**config.mk**
```make
export PLATFORM = sky130hd
export DESIGN_NAME = ram16x256_dp
export DESIGN_NICKNAME = d
export VERILOG_FILES = /design/src/rtl/ram16x256_dp.sv
export SDC_FILE = /design/constraint.sdc
export NUM_CORES = 2
export LEC_CHECK = 0
export ABC_CLOCK_PERIOD_IN_PS = 8450
export BUFFER_PORTS_ARGS = -buffer_cell sky130_fd_sc_hd__buf_4
export CAP_MARGIN = 20
export CORE_MARGIN = 2
export CORE_UTILIZATION = 25
export DETAILED_ROUTE_END_ITERATION = 16
export PLACE_DENSITY = 0.44
export SLEW_MARGIN = 5
export SYNTH_ARGS = -nofsm -noshare
export SYNTH_HDL_FRONTEND = slang
export SYNTH_SLANG_ARGS = --single-unit
```
**constraint.sdc**
```tcl
create_clock -name clk -period 8.45 [get_ports clk]
set_input_delay 1.69 -clock clk [delete_from_list [all_inputs] [get_ports clk]]
set_output_delay 1.69 -clock clk [all_outputs]
set_load 0.05 [all_outputs]
```
**src/rtl/ram16x256_dp.sv**
```systemverilog
// ----------------------------------------------------------------------------
// ram16x256_dp
//
// Simple dual-port synchronous RAM used as the sample delay-line store of the
// decimating FIR low-pass filters in the FM stereo demodulator. The block has
// one write port and one read port on a single clock. The filter writes one
// sample per input beat and reads taps back at any address on every clock.
//
// Reads return the OLD word when the same address is written on the same
// edge. Read latency is one clock and write latency is one clock.
//
// Optional feature (compile-time macro):
//   RAM16X256_CLEAR_ON_RESET_EN - after reset_n rises, zero all words with a
//                                 one-word-per-clock sweep in ascending order.
//                                 busy is high during reset and the sweep.
//                                 When the macro is undefined, busy is tied to
//                                 0 and the contents survive reset.
//
// Ports:
//   clk        in   1           rising-edge clock
//   reset_n    in   1           synchronous active-low reset
//   data       in   DATA_WIDTH  write data, stored verbatim
//   wraddress  in   ADDR_WIDTH  write address
//   wren       in   1           write enable
//   rdaddress  in   ADDR_WIDTH  read address, sampled every clock
//   q          out  DATA_WIDTH  registered read data
//   busy       out  1           high during reset or the clear sweep
// ----------------------------------------------------------------------------
module ram16x256_dp #(
   parameter int DATA_WIDTH = 16,
   parameter int ADDR_WIDTH = 8
) (
   input  logic                  clk,
   input  logic                  reset_n,
   input  logic [DATA_WIDTH-1:0] data,
   input  logic [ADDR_WIDTH-1:0] wraddress,
   input  logic                  wren,
   input  logic [ADDR_WIDTH-1:0] rdaddress,
   output logic [DATA_WIDTH-1:0] q,
   output logic                  busy
);

   localparam int DEPTH = 1 << ADDR_WIDTH;

   logic [DATA_WIDTH-1:0] mem [DEPTH];

   // The write request that reaches the array after the clear sweep has been
   // merged in.
   logic                  mem_we;
   logic [ADDR_WIDTH-1:0] mem_wa;
   logic [DATA_WIDTH-1:0] mem_wd;
   logic                  busy_int;

`ifdef RAM16X256_CLEAR_ON_RESET_EN
   logic [ADDR_WIDTH-1:0] clr_ptr;
   logic                  clearing;

   // Reset parks the pointer at 0 and keeps the sweep armed. The sweep runs
   // once reset_n rises and ends after the write to the last address, so a
   // reset during the sweep restarts it from address 0.
   always_ff @(posedge clk) begin
      if (!reset_n) begin
         clearing <= 1'b1;
         clr_ptr  <= '0;
      end else if (clearing) begin
         clr_ptr <= clr_ptr + 1'b1;
         if (clr_ptr == '1) begin
            clearing <= 1'b0;
         end
      end
   end

   assign busy_int = clearing;

   // NOTE: every output of a combinational block gets a default first, so no
   // path leaves it unassigned and no latch is inferred.
   always_comb begin
      mem_we = wren;
      mem_wa = wraddress;
      mem_wd = data;
      if (clearing) begin
         mem_we = 1'b1;
         mem_wa = clr_ptr;
         mem_wd = '0;
      end
   end
`else
   assign busy_int = 1'b0;

   always_comb begin
      mem_we = wren;
      mem_wa = wraddress;
      mem_wd = data;
   end
`endif

   assign busy = busy_int;

   // NOTE: the array has no reset branch; a reset on every word would block
   // mapping onto block RAM. Clearing, when wanted, is the sweep above.
   always_ff @(posedge clk) begin
      if (reset_n && mem_we) begin
         mem[mem_wa] <= mem_wd;
      end
   end

   // NOTE: non-blocking assignments mean this read sees the array as it was
   // before the edge, which gives the old-word behaviour on a same-address
   // read-during-write.
   always_ff @(posedge clk) begin
      if (!reset_n) begin
         q <= '0;
      end else if (busy_int) begin
         q <= '0;
      end else begin
         q <= mem[rdaddress];
      end
   end

endmodule

```
# --- After elaboration in Yosys (flattened, before gate mapping) ---
# Memories as Yosys holds them, arrays and structs flattened. A register that Yosys moved wholly into a read port is not among the register bits.
# Cells that the tools add are included.
# Widths: inputs -> output; s select.
totals:
  mem_count: 1
  reg_bits: 0
  output_inout_bits: 17
  mem_bits_rw: 4096
op_classes:
  n_mux: 2
  reduce_logical: 2
memory_table:
  columns: ["memory", "words", "word_bits", "rd", "rd_ports_with_merged_regs", "wr", "line_no", "text"]
  rows:
  - ["mem", 256, 16, 1, 1, 1, "45", "logic [DATA_WIDTH-1:0] mem [DEPTH];"]
op_table:
  columns: ["cell", "count"]
  rows:
  - ["$mux 1", 2]
  - ["$logic_and 1x1->1", 1]
  - ["$logic_not 1->1", 1]

# --- Longest topological paths before layout ---
logic_depth:
  ltp_word: 3
  depth_mapped: 12
  ltp_nobuf: 6

# --- Least setup slack after synthesis ---
# Ideal clock, no wire load.
synth_path:
  kind: "input to register"
  startpoint: "input reset_n"
  endpoint: "memory mem[234][0], enable pin"
  required_ns: 8.062
  arrival_time_ns: 3.475
  setup_time_ns: 0.388
  n_path_buf: 3
  path_slack_ns: 4.587
  path_stages: 6
  cell_sequence: "and2_1 > clkbuf_1 > buf_1 > nand3_1 > clkbuf_1 > nor2_1"
synth_between:
  elab_chain_len: 3
synth_rtl:
  columns: ["element", "line_no", "text"]
  rows:
  - ["start: declaration", "34", "input logic reset_n,"]
  - ["$logic_and 1x1->1", "102", "if (reset_n && mem_we) begin"]
  - ["$mux 1", "102", null]
  - ["$mux 1 (implied by the code)", "103", "mem[mem_wa] <= mem_wd;"]
  - ["end: declaration", "45", null]
# Every way passes these cells.

==> results.py <==
metrics = {
    "logic_synthesis": {
        "synth_area_um2": 159000,
        "syn-mean-instance-area_um2": 21.7,
        "ys_warn_count": 0,
        "synth_edf_count": 4096,
        "yosysUniqueCellTypes": 55,
        "synth_nets": 7349,
        "ys.flop_type": "edfxtp_1",
        "synthArstFlopShare_pct": 0,
        "syn_inst": 7314,
        "ys_ff_latch": 4112,
        "yosysSeqAreaShare_pct": 77.7,
    },
    "setup_path": {
        "cp_num_buf_inv": 3,
        "cpMostUsedCell": "o22ai_1",
        "path_class": "primary input to flip-flop",
        "worstPathArrival_ns": 6.05,
        "crit_family": "buffers and inverters",
        "endpoint_kind": "flip-flop",
        "critPathMaxFanout": 89,
        "crit_path_max_incr_delay_ns": 0.89,
        "crit_chain": "buf_8 > buf_12 > buf_4 > nand2_1 > o22ai_1 > nor3_1 > o31ai_1 > nand4_1 > o22ai_1",
        "critPathLaunchType": "primary input",
        "rrSetupSlack_ns": 5.41,
        "worstPathRequired_ns": 9.38,
        "slowest_stage": "o31ai_1",
    },
    "pwr": {
        "power_frac_seq_pct": 51.4,
        "p_sw_share_pct": 22.0,
        "p_comb_share_pct": 4.8,
        "p_int_uw": 34200,
        "power_uw": 43800,
        "irDropWorstVdd_mv": 0.184,
        "power_density_nw_per_um2": 237,
        "pwr-share-clk_pct": 43.8,
        "p_sw_uw": 9640,
        "total_leakage_power_uw": 0.0569,
    },
    "placed_design": {
        "dpl.hpwl_um": 289000,
        "globalplace.congestion": 0.777,
        "numPortBuffers": 50,
        "post-place-ws_ns": 2.32,
    },
    "cells_and_area": {
        "multi_input_area_um2": 32600,
        "regArea_um2": 123000,
        "area_delta_synth_final_pct": 16.7,
        "nFillCells": 61300,
        "nets": 7839,
        "drive_gt1_share_pct": 25.6,
    },
    "detailed_routing": {
        "viasPerCell": 4.73,
        "firstDrtPassIters": 5,
        "wl_um": 483000,
        "dr.first_iter.drc_count": 8434,
        "num_vias": 78400,
        "ant_nets": 0,
        "wire_per_inst_um": 29.2,
        "drcViolationCount": 0,
    },
    "clock_tree": {
        "cts_max_level": 5,
        "cts_inserted_buffers": 447,
        "post_cts_resized": 0,
        "cts.sinks": 4112,
        "clk_latency_ns": 1.07,
        "cts_setup_buffers": 0,
        "clockBufferDepth": 4,
        "cts_tree": "yes",
        "cts_root_buffer": "clkbuf_16",
        "path_clk_slew_ns": 0.06,
        "ctsHoldBuffers": 0,
    },
    "floorplan": {
        "die_h_um": 801,
        "start_util_pct": 25.1,
        "row_count": 292,
        "coreArea_um2": 632000,
        "die_area_um2": 641000,
        "num_io_pins": 52,
        "fp.dieW_um": 801,
    },
    "global_route": {
        "use_met3_pct": 2.00,
        "grt.total_usage_pct": 14.6,
        "grt_busiest_layer": "met2",
        "grt_pass1_vias": 80100,
        "antenna_found_initial": 40,
        "grt_pass1_wl_um": 667000,
        "grt_max_degree": 182,
        "use_met1_pct": 20.3,
        "met2_usage_pct": 24.2,
        "grt_overflow_total": 0,
    },
    "run": {
        "cap_violations": 0,
    },
    "sta": {
        "post-route-min-period_ns": 5.12,
        "rsz0062_at_grt": "false",
        "post-route-period-util_pct": 60.6,
        "whs_ns": 1.06,
        "slew_headroom_pct": 14.0,
        "fmax_mhz": 195,
        "maxSlewViolCount": 0,
        "fin_setup_tns_ns": 0,
        "final_hold_viol_count": 0,
        "setup_viol": 0,
        "fin_skew_ns": 0.0822,
        "setup_ws_ns": 3.33,
        "worstMarginPinSlew_ns": 1.29,
    },
    "outcome": {
        "status": "finished clean",
    },
    "worst_hold_path": {
        "hold_path.class": "flip-flop to flip-flop",
    },
}
==> worst min-delay path: stages (launching register included) <==
cell and delay, ns:
edfxtp_1 0.32, mux2i_1 0.06, o22ai_1 0.13, a211oi_1 0.07, o21ai_1 0.13, nand4b_1 0.12, o32ai_1 0.17
==> sequential cells by signal, summed over array words and instances, names as in the netlist <==
signal  flops
mem      4096
q          16
==> cell usage after synthesis (65+ instances only) <==
master,count,area share [%]
buf_2,95,0.30
nor3_1,87,0.27
mux2i_1,487,3.1
o221ai_1,206,1.1
nand2_1,92,0.22
buf_6,65,0.46
mux4_2,814,12
a21oi_1,120,0.38
o22ai_1,193,0.76
nor2_1,287,0.68
clkbuf_1,165,0.39
edfxtp_1,4096,78
==> cells in the final DEF (no fill, tap or decap), drive strengths merged, types with 6 or more instances in the layout <==
master / instances
dfxtp: 16
a22oi: 54
o22ai: 196
o22a: 8
clkinv: 198
and3: 8
o32ai: 6
clkbuf: 557
clkinvlp: 12
inv: 14
a21oi: 120
mux4: 824
mux2i: 487
nor3: 87
a2111oi: 8
nand4: 29
a221oi: 10
nor2: 287
and2: 15
o221ai: 210
or3: 11
buf: 480
nand2b: 7
o31ai: 15
a211oi: 39
mux2: 49
nand3: 62
nand2: 92
nor2b: 21
o21ai: 72
bufinv: 40
diode: 12
edfxtp: 4096
==> area by class of cell <==
| cell class | instances | area share [%] |
|---|---|---|
| clock inverter | 259 | 1.38 |
| antenna | 12 | 0.0162 |
| sequential | 4112 | 66.6 |
| clock buffer | 554 | 6.34 |
| inverter | 5 | 0.0142 |
| multi-input combinational | 2755 | 17.6 |
| timing repair buffer | 483 | 2.39 |
| tap | 8379 | 5.66 |
==> metal layers <==
metal  share of wire (%)  vias up
li1                    -    32100
met1                  44    43100
met2                  48     2534
met3                 5.5      609
met4                 2.3       12
met5               0.017        -
==> kinds of logic after synthesis <==
family / synth area share (%)
AND/OR/NAND/NOR: 1.83
buffers and inverters: 1.95
multiplexers: 15.1
flip-flops: 77.7
other: 0.00236
AO/OA/AOI/OAI: 3.34
==> worst paths after layout <==
kind                                   start     to  depth (start not counted)
worst min-delay path              mem[86][9]   q[9]                          6
worst min register to register    mem[86][9]   q[9]                          6
worst max register to register   mem[208][4]   q[4]                          6
worst max-delay path            rdaddress[1]  q[11]                          9
==> power groups by stage <==
stage	Clock, uW	Sequential, uW	Combinational, uW
after CTS	19600	22500	2160
after floorplan	0	22900	1090
final	19200	22500	2120
after detailed placement	0	22900	2160
after global placement	0	22900	2130
after global routing	20400	22500	2240
==> stage by stage <==
| step | cells | cell area (um2) | utilization [%] |
|---|---|---|---|
| 6_report | 16600 | 185000 | 29.3 |
| 5_1_grt | 16500 | 185000 | 29.3 |
| 4_1_cts | 16500 | 185000 | 29.3 |
| 3_5_place_dp | 15700 | 171000 | 27.0 |
| 3_3_place_gp | 15700 | 170000 | 27.0 |
| 2_1_floorplan | 7314 | 159000 | - |
No activity file was read; power rests on OpenSTA's default activity.
